$ cat src/rtl/vram_pkg.sv
// Shared definitions for the rectangle-fill engine: colour layout, VRAM word widths, fill FSM states.
package vram_pkg;

   localparam int VRAM_ADDR_W = 16;
   localparam int VRAM_DATA_W = 16;

   localparam int COLOR_W     = 12;
   localparam int COLOR_CH_W  = 4;
   localparam int COLOR_R_LSB = 0;
   localparam int COLOR_G_LSB = 4;
   localparam int COLOR_B_LSB = 8;

   typedef logic [COLOR_W-1:0]     color_t;
   typedef logic [VRAM_ADDR_W-1:0] vaddr_t;
   typedef logic [VRAM_DATA_W-1:0] vdata_t;

   typedef enum logic [1:0] {
      IDLE,
      SETUP,
      FILL,
      DONE
   } fill_state_t;

   // VRAM words carry the 12-bit colour zero-extended into the upper nibble.
   function automatic vdata_t color_to_data(input color_t c);
      return {{(VRAM_DATA_W-COLOR_W){1'b0}}, c};
   endfunction

endpackage

$ cat src/rtl/vram_rect_clip.sv
// Combinational clip of a fill command against the visible screen: empty flag, last
// column/row and the VRAM address of the first row.
module vram_rect_clip
   import vram_pkg::*;
#(
   parameter int H_RES  = 480,
   parameter int V_RES  = 136,
   parameter int STRIDE = 480
)(
   input  logic [9:0] x0_i,
   input  logic [9:0] y0_i,
   input  logic [9:0] w_i,
   input  logic [9:0] h_i,
   output logic       empty_o,
   output logic [9:0] x_last_o,
   output logic [9:0] y_last_o,
   output vaddr_t     row_base_o
);

   localparam logic [10:0] H_LIM = 11'(H_RES);
   localparam logic [10:0] V_LIM = 11'(V_RES);

   logic [10:0] x_end;
   logic [10:0] y_end;
   logic [10:0] x_lim;
   logic [10:0] y_lim;

   // 11 bits hold x0+w without overflow for any 10-bit operands.
   always_comb begin
      x_end = {1'b0, x0_i} + {1'b0, w_i};
      y_end = {1'b0, y0_i} + {1'b0, h_i};
      x_lim = (x_end < H_LIM) ? x_end : H_LIM;
      y_lim = (y_end < V_LIM) ? y_end : V_LIM;
   end

   assign empty_o    = (w_i == 10'd0) || (h_i == 10'd0) ||
                       ({1'b0, x0_i} >= H_LIM) || ({1'b0, y0_i} >= V_LIM);
   assign x_last_o   = 10'(x_lim - 11'd1);
   assign y_last_o   = 10'(y_lim - 11'd1);
   assign row_base_o = vaddr_t'(y0_i) * vaddr_t'(STRIDE);

endmodule

$ cat src/rtl/vram_rect_fill.sv
// Rectangle-fill engine: one command in, clipped, then one VRAM pixel write per clock.
// Optional checkerboard colouring via VRAM_RECT_FILL_CHECKER_EN.
module vram_rect_fill
   import vram_pkg::*;
#(
   parameter int H_RES  = 480,
   parameter int V_RES  = 136,
   parameter int STRIDE = 480
)(
   input  logic        clk,
   input  logic        rst,
   input  logic        cmd_valid,
   output logic        cmd_ready,
   input  logic [9:0]  cmd_x0,
   input  logic [9:0]  cmd_y0,
   input  logic [9:0]  cmd_w,
   input  logic [9:0]  cmd_h,
   input  logic [11:0] cmd_color,
   input  logic [11:0] cmd_color2,
   input  logic        abort,
   output logic        busy,
   output logic        done,
   output logic [15:0] vram_write_addr,
   output logic [15:0] vram_write_data,
   output logic        vram_write_en
);

   localparam vaddr_t STRIDE_A = vaddr_t'(STRIDE);

   fill_state_t state_q;
   logic [9:0]  x0_q, y0_q, w_q, h_q;
   logic [9:0]  x_q, y_q, x_last_q, y_last_q;
   vaddr_t      row_base_q;
   color_t      color_q;
   vaddr_t      addr_q;
   vdata_t      data_q;
   logic        we_q;
   logic        done_q;

   logic        clip_empty;
   logic [9:0]  clip_x_last, clip_y_last;
   vaddr_t      clip_row_base;

   logic [9:0]  pix_x_d, pix_y_d;
   vaddr_t      row_base_d;
   vaddr_t      addr_d;
   vdata_t      data_d;
   logic        at_last;

`ifdef VRAM_RECT_FILL_CHECKER_EN
   color_t      color2_q;
`else
   logic        unused_color2;
   assign unused_color2 = ^cmd_color2;
`endif

   vram_rect_clip #(
      .H_RES  (H_RES),
      .V_RES  (V_RES),
      .STRIDE (STRIDE)
   ) u_clip (
      .x0_i       (x0_q),
      .y0_i       (y0_q),
      .w_i        (w_q),
      .h_i        (h_q),
      .empty_o    (clip_empty),
      .x_last_o   (clip_x_last),
      .y_last_o   (clip_y_last),
      .row_base_o (clip_row_base)
   );

   assign at_last = (x_q == x_last_q) && (y_q == y_last_q);

   // Next pixel to write: the rectangle origin out of SETUP, otherwise the raster successor.
   always_comb begin
      pix_x_d    = x_q + 10'd1;
      pix_y_d    = y_q;
      row_base_d = row_base_q;
      if (state_q == SETUP) begin
         pix_x_d    = x0_q;
         pix_y_d    = y0_q;
         row_base_d = clip_row_base;
      end else if (x_q == x_last_q) begin
         pix_x_d    = x0_q;
         pix_y_d    = y_q + 10'd1;
         row_base_d = row_base_q + STRIDE_A;
      end
      addr_d = row_base_d + vaddr_t'(pix_x_d);
`ifdef VRAM_RECT_FILL_CHECKER_EN
      data_d = color_to_data((pix_x_d[0] ^ pix_y_d[0]) ? color2_q : color_q);
`else
      data_d = color_to_data(color_q);
`endif
   end

   always_ff @(posedge clk) begin
      if (rst) begin
         state_q    <= IDLE;
         x0_q       <= '0;
         y0_q       <= '0;
         w_q        <= '0;
         h_q        <= '0;
         x_q        <= '0;
         y_q        <= '0;
         x_last_q   <= '0;
         y_last_q   <= '0;
         row_base_q <= '0;
         color_q    <= '0;
`ifdef VRAM_RECT_FILL_CHECKER_EN
         color2_q   <= '0;
`endif
         addr_q     <= '0;
         data_q     <= '0;
         we_q       <= 1'b0;
         done_q     <= 1'b0;
      end else begin
         we_q   <= 1'b0;
         done_q <= 1'b0;
         case (state_q)
            IDLE: begin
               if (cmd_valid) begin
                  x0_q     <= cmd_x0;
                  y0_q     <= cmd_y0;
                  w_q      <= cmd_w;
                  h_q      <= cmd_h;
                  color_q  <= cmd_color;
`ifdef VRAM_RECT_FILL_CHECKER_EN
                  color2_q <= cmd_color2;
`endif
                  state_q  <= SETUP;
               end
            end
            SETUP: begin
               if (clip_empty || abort) begin
                  state_q <= DONE;
                  done_q  <= 1'b1;
               end else begin
                  state_q    <= FILL;
                  x_last_q   <= clip_x_last;
                  y_last_q   <= clip_y_last;
                  x_q        <= pix_x_d;
                  y_q        <= pix_y_d;
                  row_base_q <= row_base_d;
                  addr_q     <= addr_d;
                  data_q     <= data_d;
                  we_q       <= 1'b1;
               end
            end
            FILL: begin
               // The write currently on the port is the last one when aborting or at the corner.
               if (abort || at_last) begin
                  state_q <= DONE;
                  done_q  <= 1'b1;
               end else begin
                  x_q        <= pix_x_d;
                  y_q        <= pix_y_d;
                  row_base_q <= row_base_d;
                  addr_q     <= addr_d;
                  data_q     <= data_d;
                  we_q       <= 1'b1;
               end
            end
            DONE: begin
               state_q <= IDLE;
            end
            default: begin
               state_q <= IDLE;
            end
         endcase
      end
   end

   assign cmd_ready       = (state_q == IDLE) && !rst;
   assign busy            = (state_q != IDLE);
   assign done            = done_q;
   assign vram_write_addr = addr_q;
   assign vram_write_data = data_q;
   assign vram_write_en   = we_q;

endmodule

$ cat config.mk
export PLATFORM = sky130hd
export DESIGN_NAME = vram_rect_fill
export DESIGN_NICKNAME = d
export VERILOG_FILES = /design/src/rtl/vram_pkg.sv /design/src/rtl/vram_rect_clip.sv /design/src/rtl/vram_rect_fill.sv
export SDC_FILE = /design/constraint.sdc
export NUM_CORES = 1
export LEC_CHECK = 0
export BUFFER_PORTS_ARGS = -buffer_cell sky130_fd_sc_hd__buf_2
export CORE_AREA = 2 2 130 132
export DETAILED_ROUTE_END_ITERATION = 6
export DIE_AREA = 0 0 132 134
export GPL_ROUTABILITY_DRIVEN = 1
export PLACE_DENSITY = 0.88
export SLEW_MARGIN = 20
export SYNTH_ARGS = -nofsm -noshare
export SYNTH_HDL_FRONTEND = slang
export SYNTH_SLANG_ARGS = --single-unit
$ cat constraint.sdc
create_clock -name clk -period 6.7 [get_ports clk]
set_clock_uncertainty 0.2 [all_clocks]
set_input_delay 0.335 -clock clk [delete_from_list [all_inputs] [get_ports clk]]
set_output_delay 0.335 -clock clk [all_outputs]
set_load 0.02 [all_outputs]
==> metrics, run 1 <==
Seq cells post-synth=between 100 and 150; # setup viols final=0; critical path launch point type=register; Worst Path Required=6.80 ns; RSZ-0062 raised after global routing=no; FF-to-FF Start=state_q[1]; Placer Congestion=0.904; WS Path Type=register to register; largest family of logic cells by synthesized area=simple AND/OR/NAND/NOR gates; Layout area overhead=17.2%; Max Cap Viol=0; number of global-route vias before repair=8436; metal2 WL=between 10000 and 15000 µm; min cycle time layout=4.72 ns; top_reg_cell synth=dfxtp_1; clk sinks=140; Antenna Nets Post-Route=0; Final Hold Viols=0; hpwl dp=16200 µm; Pre-antenna DRT Iters=5; ANT cells=0; CTS tree=built; Post-Synth Simple-Gate Area=0.227; Max IR drop VDD=0.281 mV; M1 WL=10100 µm; status=complete, no violations; # rows=between 40 and 50; synthesized area=~9100 µm²; depth of the CTS H-tree=4; hold path startpoint=cmd_y0[8]; Final Slew Violations=0; clock transition at the registers of the reported paths=0.07 ns; Worst R2R Setup Slack=1.98 ns; period utilisation layout=0.704; Num CTS Buffers=17; GR Util All Layers=0.280; Relative slew margins=0.304; critical path fanouts, max=30; Post-CTS Resized=0; die footprint=17700 µm²; synth unique cells=85; Via density=~6; worst hold path class=input port to register; # port buffers=87; clk_lat worst skew=between 0.4 and 0.5 ns; Worst Setup End Kind=register; DRC viols=0; CTS max path bufs=2; largest net degree at the start of global routing=62; WHS Endpoint=y0_q[8]; first-pass GRT wire length=approximately 40000 µm; initial antenna violation count=1; Pleak=4.36 nW; Die Ht=134 µm; worst hold slack=0.0236 ns; top cell type's share of synthesized area=0.308; Worst-Margin Slew=1.04 ns; mux cell area share after synthesis=0.0129; Mean Syn Cell Area=approximately 8.0 µm²; # IOs=roughly 100; Worst R2R Path Depth=15; Async SR Flop Fraction=0; r2r endpoint=vram_write_addr[11]; # nets final=1385; adder-cell share of the synthesized area=0.115; vias=8780; initial core utilization=0.558; Core Area=16300 µm²; most frequent cell after synthesis=nand2_1; Setup TNS=0 ns; number of synthesized flops with an enable pin=0; Final Routed Wirelength=roughly 24000 µm; post-synthesis xor/xnor area fraction=0.0730; Top Metal Used=met5; largest area contributor in the synthesized netlist=dfxtp_1; Fmax=212 MHz; Iteration-0 DRC Markers=677; grt ovf=0; largest cells by area after synthesis=dfxtp_1 31%, nand2_1 9.2%, ha_1 7.6%; top cells by count, synth=222 x nand2_1, 140 x dfxtp_1, 121 x a21oi_1; Mapped Cells=1138; Die Span X=approximately 130 µm; compound-cell area share of the yosys netlist=0.206; Seq/Total Area, Yosys=0.308; critical path arrival=4.82 ns; clk root buf=clkbuf_16; Hold Path Depth=3; met3 WL=roughly 1400 µm; fraction of layout cells with a size suffix above 1=0.138; power per cell area=450 nW/µm²; Syn. warnings=0; mean routed wirelength per cell=16.5 µm
-- sequential cells by signal, indices dropped and copies added, names as in the netlist --
name,cells
color_q,12
done,1
h_q,10
row_base_q,16
state_q,2
vram_write_addr,16
vram_write_data,12
vram_write_en,1
w_q,10
x0_q,10
x_last_q,10
x_q,10
y0_q,10
y_last_q,10
y_q,10
-- worst max-delay path: stages, from the launching register on --
cell       delay (ns)
dfxtp_1          0.34
inv_1            0.11
ha_2             0.55
buf_4            0.40
nor2_1           0.09
buf_4            0.20
mux2i_1          0.38
inv_1            0.10
ha_1             0.33
a211oi_1         0.36
o21ai_0          0.23
a2111oi_0        0.74
nor2_1           0.18
nand2_1          0.14
xnor2_1          0.13
a21oi_1          0.08
-- routing by layer --
layer / vias to the layer above / GRT usage
met5: - / 0
met4: 2 / 0.147
met3: 96 / 0.0563
met2: 332 / 0.473
met1: 4140 / 0.338
li1: 4210 / -
-- kinds of logic after synthesis --
logic type,after synthesis
xor gates and xnor gates,66
other,1
DFF,140
adders and majority gates,73
AOI/OAI and AO/OA,299
muxes,11
buffers and inverters,115
and+or+nand+nor,433
-- how the worst max path moves through the flow --
stage	cells past startpoint	to	from	slack [ns]
after global routing	15	vram_write_addr[11]	state_q[1]	1.60
after detailed placement	15	vram_write_addr[15]	state_q[1]	2.13
after floorplan	14	vram_write_addr[15]	y0_q[1]	2.70
final	15	vram_write_addr[11]	state_q[1]	1.98
after CTS	15	vram_write_addr[11]	state_q[1]	2.07
after global placement	14	vram_write_addr[15]	y0_q[1]	2.24
-- area by class of cell --
cell class                      instances  area, µm²
Multi-Input combinational cell        886       5810
Clock buffer                           17        425
Clock inverter                         15        146
Sequential cell                       140       2800
Timing Repair Buffer                  146       1010
Fill cell                            1310       5630
Inverter                               53        199
Tap cell                              220        275
-- through the flow --
stage | cells | total power, mW | setup WS, ns | utilization | area [µm²]
2_1_floorplan | 1141 | 3.23 | 2.70 | - | 9110
3_3_place_gp | 1394 | 3.71 | 2.24 | 0.588 | 9580
3_5_place_dp | 1394 | 3.80 | 2.13 | 0.588 | 9580
4_1_cts | 1477 | 4.75 | 2.07 | 0.655 | 10700
5_1_grt | 1477 | 5.15 | 1.60 | 0.655 | 10700
6_report | 1477 | 4.80 | 1.98 | 0.655 | 10700
-- timing repair --
item / CTS / global route
buffers inserted: 0 / 0
endpoints found under the hold margin: 51 / 0
hold buffers: 51 / 0
-- where the power goes --
group          switching (mW)  internal [mW]
Sequential              0.188           1.00
Combinational            1.69          0.997
Clock                   0.427          0.494
-- layout by cell type, fill, tap and decap left out, drive strengths merged, types with 12 or more instances in the layout --
master | netlist | final
a211oi | 24 | 24
a21oi | 121 | 121
a31oi | 15 | 15
and3 | 13 | 13
buf | 13 | 95
clkbuf | 48 | 17
dfxtp | 140 | 140
dlygate4sd3 | 0 | 51
fa | 18 | 18
ha | 55 | 55
inv | 53 | 64
nand2 | 222 | 222
nand3 | 29 | 29
nand4 | 16 | 16
nor2 | 51 | 51
nor3 | 18 | 18
nor4 | 12 | 12
o21ai | 51 | 51
xnor2 | 54 | 54
xor2 | 12 | 12
No activity file was read; power rests on OpenSTA's default activity.
==> inputs of run 2 (changes only) <==
ABC_AREA = 1   (was not set)
CORE_AREA = 2 2 135 137   (was 2 2 130 132)
DIE_AREA = 0 0 137 139   (was 0 0 132 134)
clock period = 4.27 ns   (was 6.7 ns; I/O delays follow)
==> run 2 against run 1 <==
Effect of this change: sequential power rose by 67%; maximum frequency up 18%; highest routed layer is now met4; first-iteration DRC count grew 25%; die area grew 7.7%; design area increased by 4.3%.
==> metrics, run 2 <==
status=complete, no violations; initial antenna violation count=0; Clk network pwr share=0.187; first-pass GRT wire length=43300 µm; Num CTS Buffers=17; # setup viols final=0; number of global-route vias before repair=~9400; Worst Path Required=4.41 ns; mean routed wirelength per cell=14.7 µm; most frequent cell after synthesis=nand2_1; min cycle time layout=about 4.0 ns; CTS tree=built; synth unique cells=50; GR Util All Layers=0.282; hpwl dp=18000 µm; top cells by count, synth=317 x nand2_1, 185 x inv_1, 173 x nor2_1; CTS max path bufs=2; Syn. warnings=0; internal power=4.40 mW; ANT cells=0; largest area contributor in the synthesized netlist=dfxtp_1; Final Hold Viols=0; number of synthesized flops with an enable pin=0; Worst-Margin Slew=0.875 ns; Die Ht=139 µm; Mapped Cells=1424; clk root buf=clkbuf_16; clk_lat worst skew=0.44 ns; period utilisation layout=0.936; WS Path Type=register to register; Iteration-0 DRC Markers=843; sw frac=0.502; metal2 WL=~13000 µm; largest cells by area after synthesis=dfxtp_1 30%, nand2_1 13%, inv_1 7.4%; vias=9717; DRC viols=0; # nets final=1685; top_reg_cell synth=dfxtp_1; synthesized area=9380 µm²; Seq pwr share=0.226; clock transition at the registers of the reported paths=0.06 ns; Die Span X=between 100 and 150 µm; worst hold path class=input port to register; Worst R2R Setup Slack=0.27 ns; die footprint=between 15000 and 20000 µm²; largest net degree at the start of global routing=67; grt ovf=0; Final Routed Wirelength=26200 µm; fraction of layout cells with a size suffix above 1=0.117; critical path fanouts, max=5; clk sinks=140; Setup TNS=0 ns; Top Metal Used=met4; depth of the CTS H-tree=4; Relative slew margins=0.416; most common cell after layout, fill and taps aside=nand2_1; Antenna Nets Post-Route=0; Placer Congestion=0.924; post-route cell area=approximately 11000 µm²; initial core utilization=0.531; M1 WL=10600 µm; Via density=5.44; top cell type's share of synthesized area=0.299; Pre-antenna DRT Iters=7; Fmax=250 MHz; Mean Syn Cell Area=6.59 µm²; # rows=49; # port buffers=87; Max IR drop VDD=0.556 mV; Worst Setup End Kind=register; Comb pwr share=0.587; Core Area=about 18000 µm²; Max Cap Viol=0; Final Slew Violations=0; Layout area overhead=18.5%; Pleak=between 5 and 6 nW; # IOs=104; net switching power=~4.4 mW; Async SR Flop Fraction=0; critical path arrival=4.13 ns; Seq/Total Area, Yosys=0.299; Cell Area, Placed=9930 µm²; most frequent cells in the layout=316 x nand2_1, 184 x inv_1, 170 x nor2_1, 137 x dfxtp_1, 134 x o21ai_0; power per cell area=794 nW/µm²; met3 WL=1490 µm; critical path launch point type=register; Seq cells post-synth=140
==> run 2: final timing paths <==
path	start	endpoint	cells after the start
worst min-delay path	cmd_valid	state_q[0]	4
worst max register to register	y0_q[0]	vram_write_addr[15]	19
worst min register to register	color_q[8]	vram_write_data[8]	2
worst max-delay path	y0_q[0]	vram_write_addr[15]	19
==> run 2: area by class of cell <==
type | count | area, µm²
inverter | 199 | 747
sequential | 140 | 2810
clock inverter | 15 | 226
fill | 1498 | 6540
clock buffer | 17 | 425
timing repair buffer | 148 | 1020
multi-input combinational | 1038 | 5610
tap | 229 | 287
==> run 2: through the flow <==
stage | hold slack (ns) | utilization | setup WS (ns) | std cells | power (mW)
4_1_cts | 0.0272 | 0.629 | 0.187 | 1785 | 8.70
3_3_place_gp | 0.242 | 0.562 | 0.312 | 1701 | 6.81
3_5_place_dp | 0.246 | 0.562 | 0.219 | 1701 | 6.97
2_1_floorplan | 0.180 | - | 0.648 | 1427 | 5.89
6_report | 0.0238 | 0.630 | 0.275 | 1786 | 8.83
5_1_grt | 0.0763 | 0.630 | -0.0483 | 1786 | 9.57
==> run 2: cells by family after synthesis <==
group | synth area share
DFF | 0.299
xor gates and xnor gates | 0.0299
buffers and inverters | 0.106
and+or+nand+nor | 0.287
other | 0.000400
adders and majority gates | 0.112
AOI/OAI and AO/OA | 0.166
==> run 2: per-layer routing <==
metal / global-route usage / up-vias
met2: 0.480 / 342
met3: 0.0523 / 94
li1: - / 4817
met5: 0 / -
met1: 0.335 / 4464
met4: 0.142 / 0
==> run 2: repair_timing <==
item | in CTS | in global routing
setup endpoints to repair | 0 | 3
endpoints found under the hold margin | 52 | 0
setup buffers | 0 | 1
gates resized for setup | 0 | 7
hold buffers | 52 | 0
==> run 2: power groups by stage <==
stage | clock network, mW | registers (mW) | logic (mW)
4_1_cts | 1.65 | 1.98 | 5.07
3_5_place_dp | 0 | 2.00 | 4.97
6_report | 1.65 | 1.99 | 5.19
5_1_grt | 1.71 | 2.03 | 5.83
3_3_place_gp | 0 | 1.99 | 4.82
2_1_floorplan | 0 | 1.99 | 3.91
==> run 2: critical path: stages, from the launching register on <==
cell     delay [ns]
dfxtp_1        0.38
fa_1           0.60
fa_1           0.47
fa_1           0.49
nor2_2         0.14
a21oi_1        0.07
ha_1           0.35
nand2_1        0.11
nor2_2         0.15
nand3_1        0.09
nand3_1        0.10
nand2_1        0.09
nand2_1        0.07
nand3_1        0.12
nor2_2         0.14
nand3_1        0.08
nand2_1        0.07
nand3_1        0.06
nand2_1        0.09
inv_1          0.04
==> inputs of run 3 (changes only) <==
CORE_AREA = 2 2 132 134   (was 2 2 135 137)
DIE_AREA = 0 0 134 136   (was 0 0 137 139)
clock period = 4.7 ns   (was 4.27 ns; I/O delays follow)
==> run 3 against run 2 <==
Effect of this change: the flow now finishes with violations (design-rule violations, negative hold slack); utilization increased by 2.2 points; global-route usage increased by 0.20 points; clock power decreased by 19%; sequential power decreased by 9.5%; critical endpoint unchanged.
==> metrics, run 3 (synthesized netlist as in run 2, its figures left out) <==
# port buffers=87; number of global-route vias before repair=9000; Final Hold Viols=1; grt ovf=0; Power, Total=7.82 mW; RSZ-0062 raised after global routing=no; worst hold path class=input port to register; CTS tree=built; Seq pwr share=0.231; # nets final=1681; Non-Filler Instances=roughly 1800; Worst Setup End Kind=register; Final Slew Violations=0; Clk network pwr share=0.172; Core Area=16900 µm²; Max Cap Viol=0; Max IR drop VDD=approximately 0.35 mV; Placer Congestion=0.896; sw frac=0.506; Pleak=5.34 nW; Worst-Margin Slew=0.937 ns; critical path launch point type=register; WS Path Type=register to register; min cycle time layout=4.16 ns; dpl cells=around 1700; Comb pwr share=0.597; # rows=48; net switching power=3.96 mW; clk root buf=clkbuf_16; Layout area overhead=17.3%; clk_lat worst skew=0.43 ns; Worst Path Required=4.83 ns; status=finished, violations left; Num CTS Buffers=17; fraction of layout cells with a size suffix above 1=0.110; period utilisation layout=0.885; largest net degree at the start of global routing=83; # setup viols final=0; initial core utilization=0.556; Fmax=240 MHz; Final Routed Wirelength=25400 µm; Setup TNS=0 ns; Iteration-0 DRC Markers=864; hpwl dp=approximately 17000 µm; critical path arrival=about 4.3 ns; most common cell after layout, fill and taps aside=nand2_1; clk sinks=140; worst hold slack=-0.00206 ns; CTS max path bufs=2; initial antenna violation count=0; # IOs=around 100; Via density=5.42; Relative slew margins=0.375; mean routed wirelength per cell=14.3 µm; clock transition at the registers of the reported paths=0.06 ns; first-pass GRT wire length=42000 µm; power per cell area=711 nW/µm²; failing checks=design-rule violations, negative hold slack; Die Ht=about 140 µm; die footprint=18200 µm²; vias=9631; Pre-antenna DRT Iters=7; depth of the CTS H-tree=4; Die Span X=134 µm; most frequent cells in the layout=316 x nand2_1, 184 x inv_1, 173 x nor2_1, 140 x dfxtp_1, 135 x o21ai_0; DRC viols=2; GR Util All Layers=0.284; critical path fanouts, max=5; internal power=3.86 mW; Worst R2R Setup Slack=0.54 ns; ANT cells=0; Antenna Nets Post-Route=0
-- run 3: area by class of cell --
type	instances	area, µm²
clock inverter	12	138
sequential	140	2800
tap	225	282
fill	1407	5880
clock buffer	19	443
timing repair buffer	144	991
multi-input combinational	1038	5600
inverter	199	747
-- run 3: path summary, 6_finish.rpt --
| kind | depth (start not counted) | to | startpoint |
|---|---|---|---|
| hold / removal | 3 | y0_q[2] | cmd_y0[2] |
| setup / recovery | 19 | vram_write_addr[15] | y0_q[1] |
| setup reg to reg | 19 | vram_write_addr[15] | y0_q[1] |
| hold reg to reg | 2 | row_base_q[0] | row_base_q[0] |
-- run 3: routing by layer --
| metal | global-route usage | up-vias | part of all wire |
|---|---|---|---|
| li1 | - | 4805 | - |
| met1 | 0.337 | 4425 | 0.41 |
| met2 | 0.509 | 323 | 0.50 |
| met3 | 0.0462 | 78 | 0.058 |
| met4 | 0.119 | 0 | 0.035 |
| met5 | 0 | - | 0 |
-- run 3: timing repair --
action,CTS,global route
buffers inserted,0,0
hold buffers,51,0
hold endpoints to repair,51,0
resized for setup,0,0
-- run 3: stage by stage --
step	hold slack, ns	utilization	setup slack [ns]	area, µm²
2_1_floorplan	0.202	-	1.08	9390
3_3_place_gp	0.242	0.587	0.724	9910
3_5_place_dp	0.245	0.587	0.576	9910
4_1_cts	0.000904	0.652	0.550	11000
5_1_grt	0.0382	0.652	0.205	11000
6_report	-0.00206	0.652	0.540	11000
-- run 3: critical path, stage by stage (launching register included) --
cell and delay (ns):
dfxtp_1 0.45, fa_1 0.51, fa_1 0.57, fa_1 0.44
nor2_1 0.20, a21oi_1 0.09, ha_1 0.35, nand2_1 0.10
nor2_1 0.17, nand3_1 0.11, nand3_1 0.12, nand2_1 0.10
nand2_1 0.07, nand3_1 0.11, nor2_1 0.16, nand3_1 0.09
nand2_1 0.07, nand3_1 0.06, nand2_1 0.09, inv_1 0.03
-- run 3: power groups by stage --
| stage | sequential [mW] | combinational, mW | clock (mW) |
|---|---|---|---|
| after global routing | 1.84 | 5.28 | 1.40 |
| after global placement | 1.81 | 4.38 | 0 |
| after detailed placement | 1.81 | 4.50 | 0 |
| after floorplan | 1.80 | 3.55 | 0 |
| after CTS | 1.79 | 4.60 | 1.35 |
| final | 1.80 | 4.67 | 1.34 |
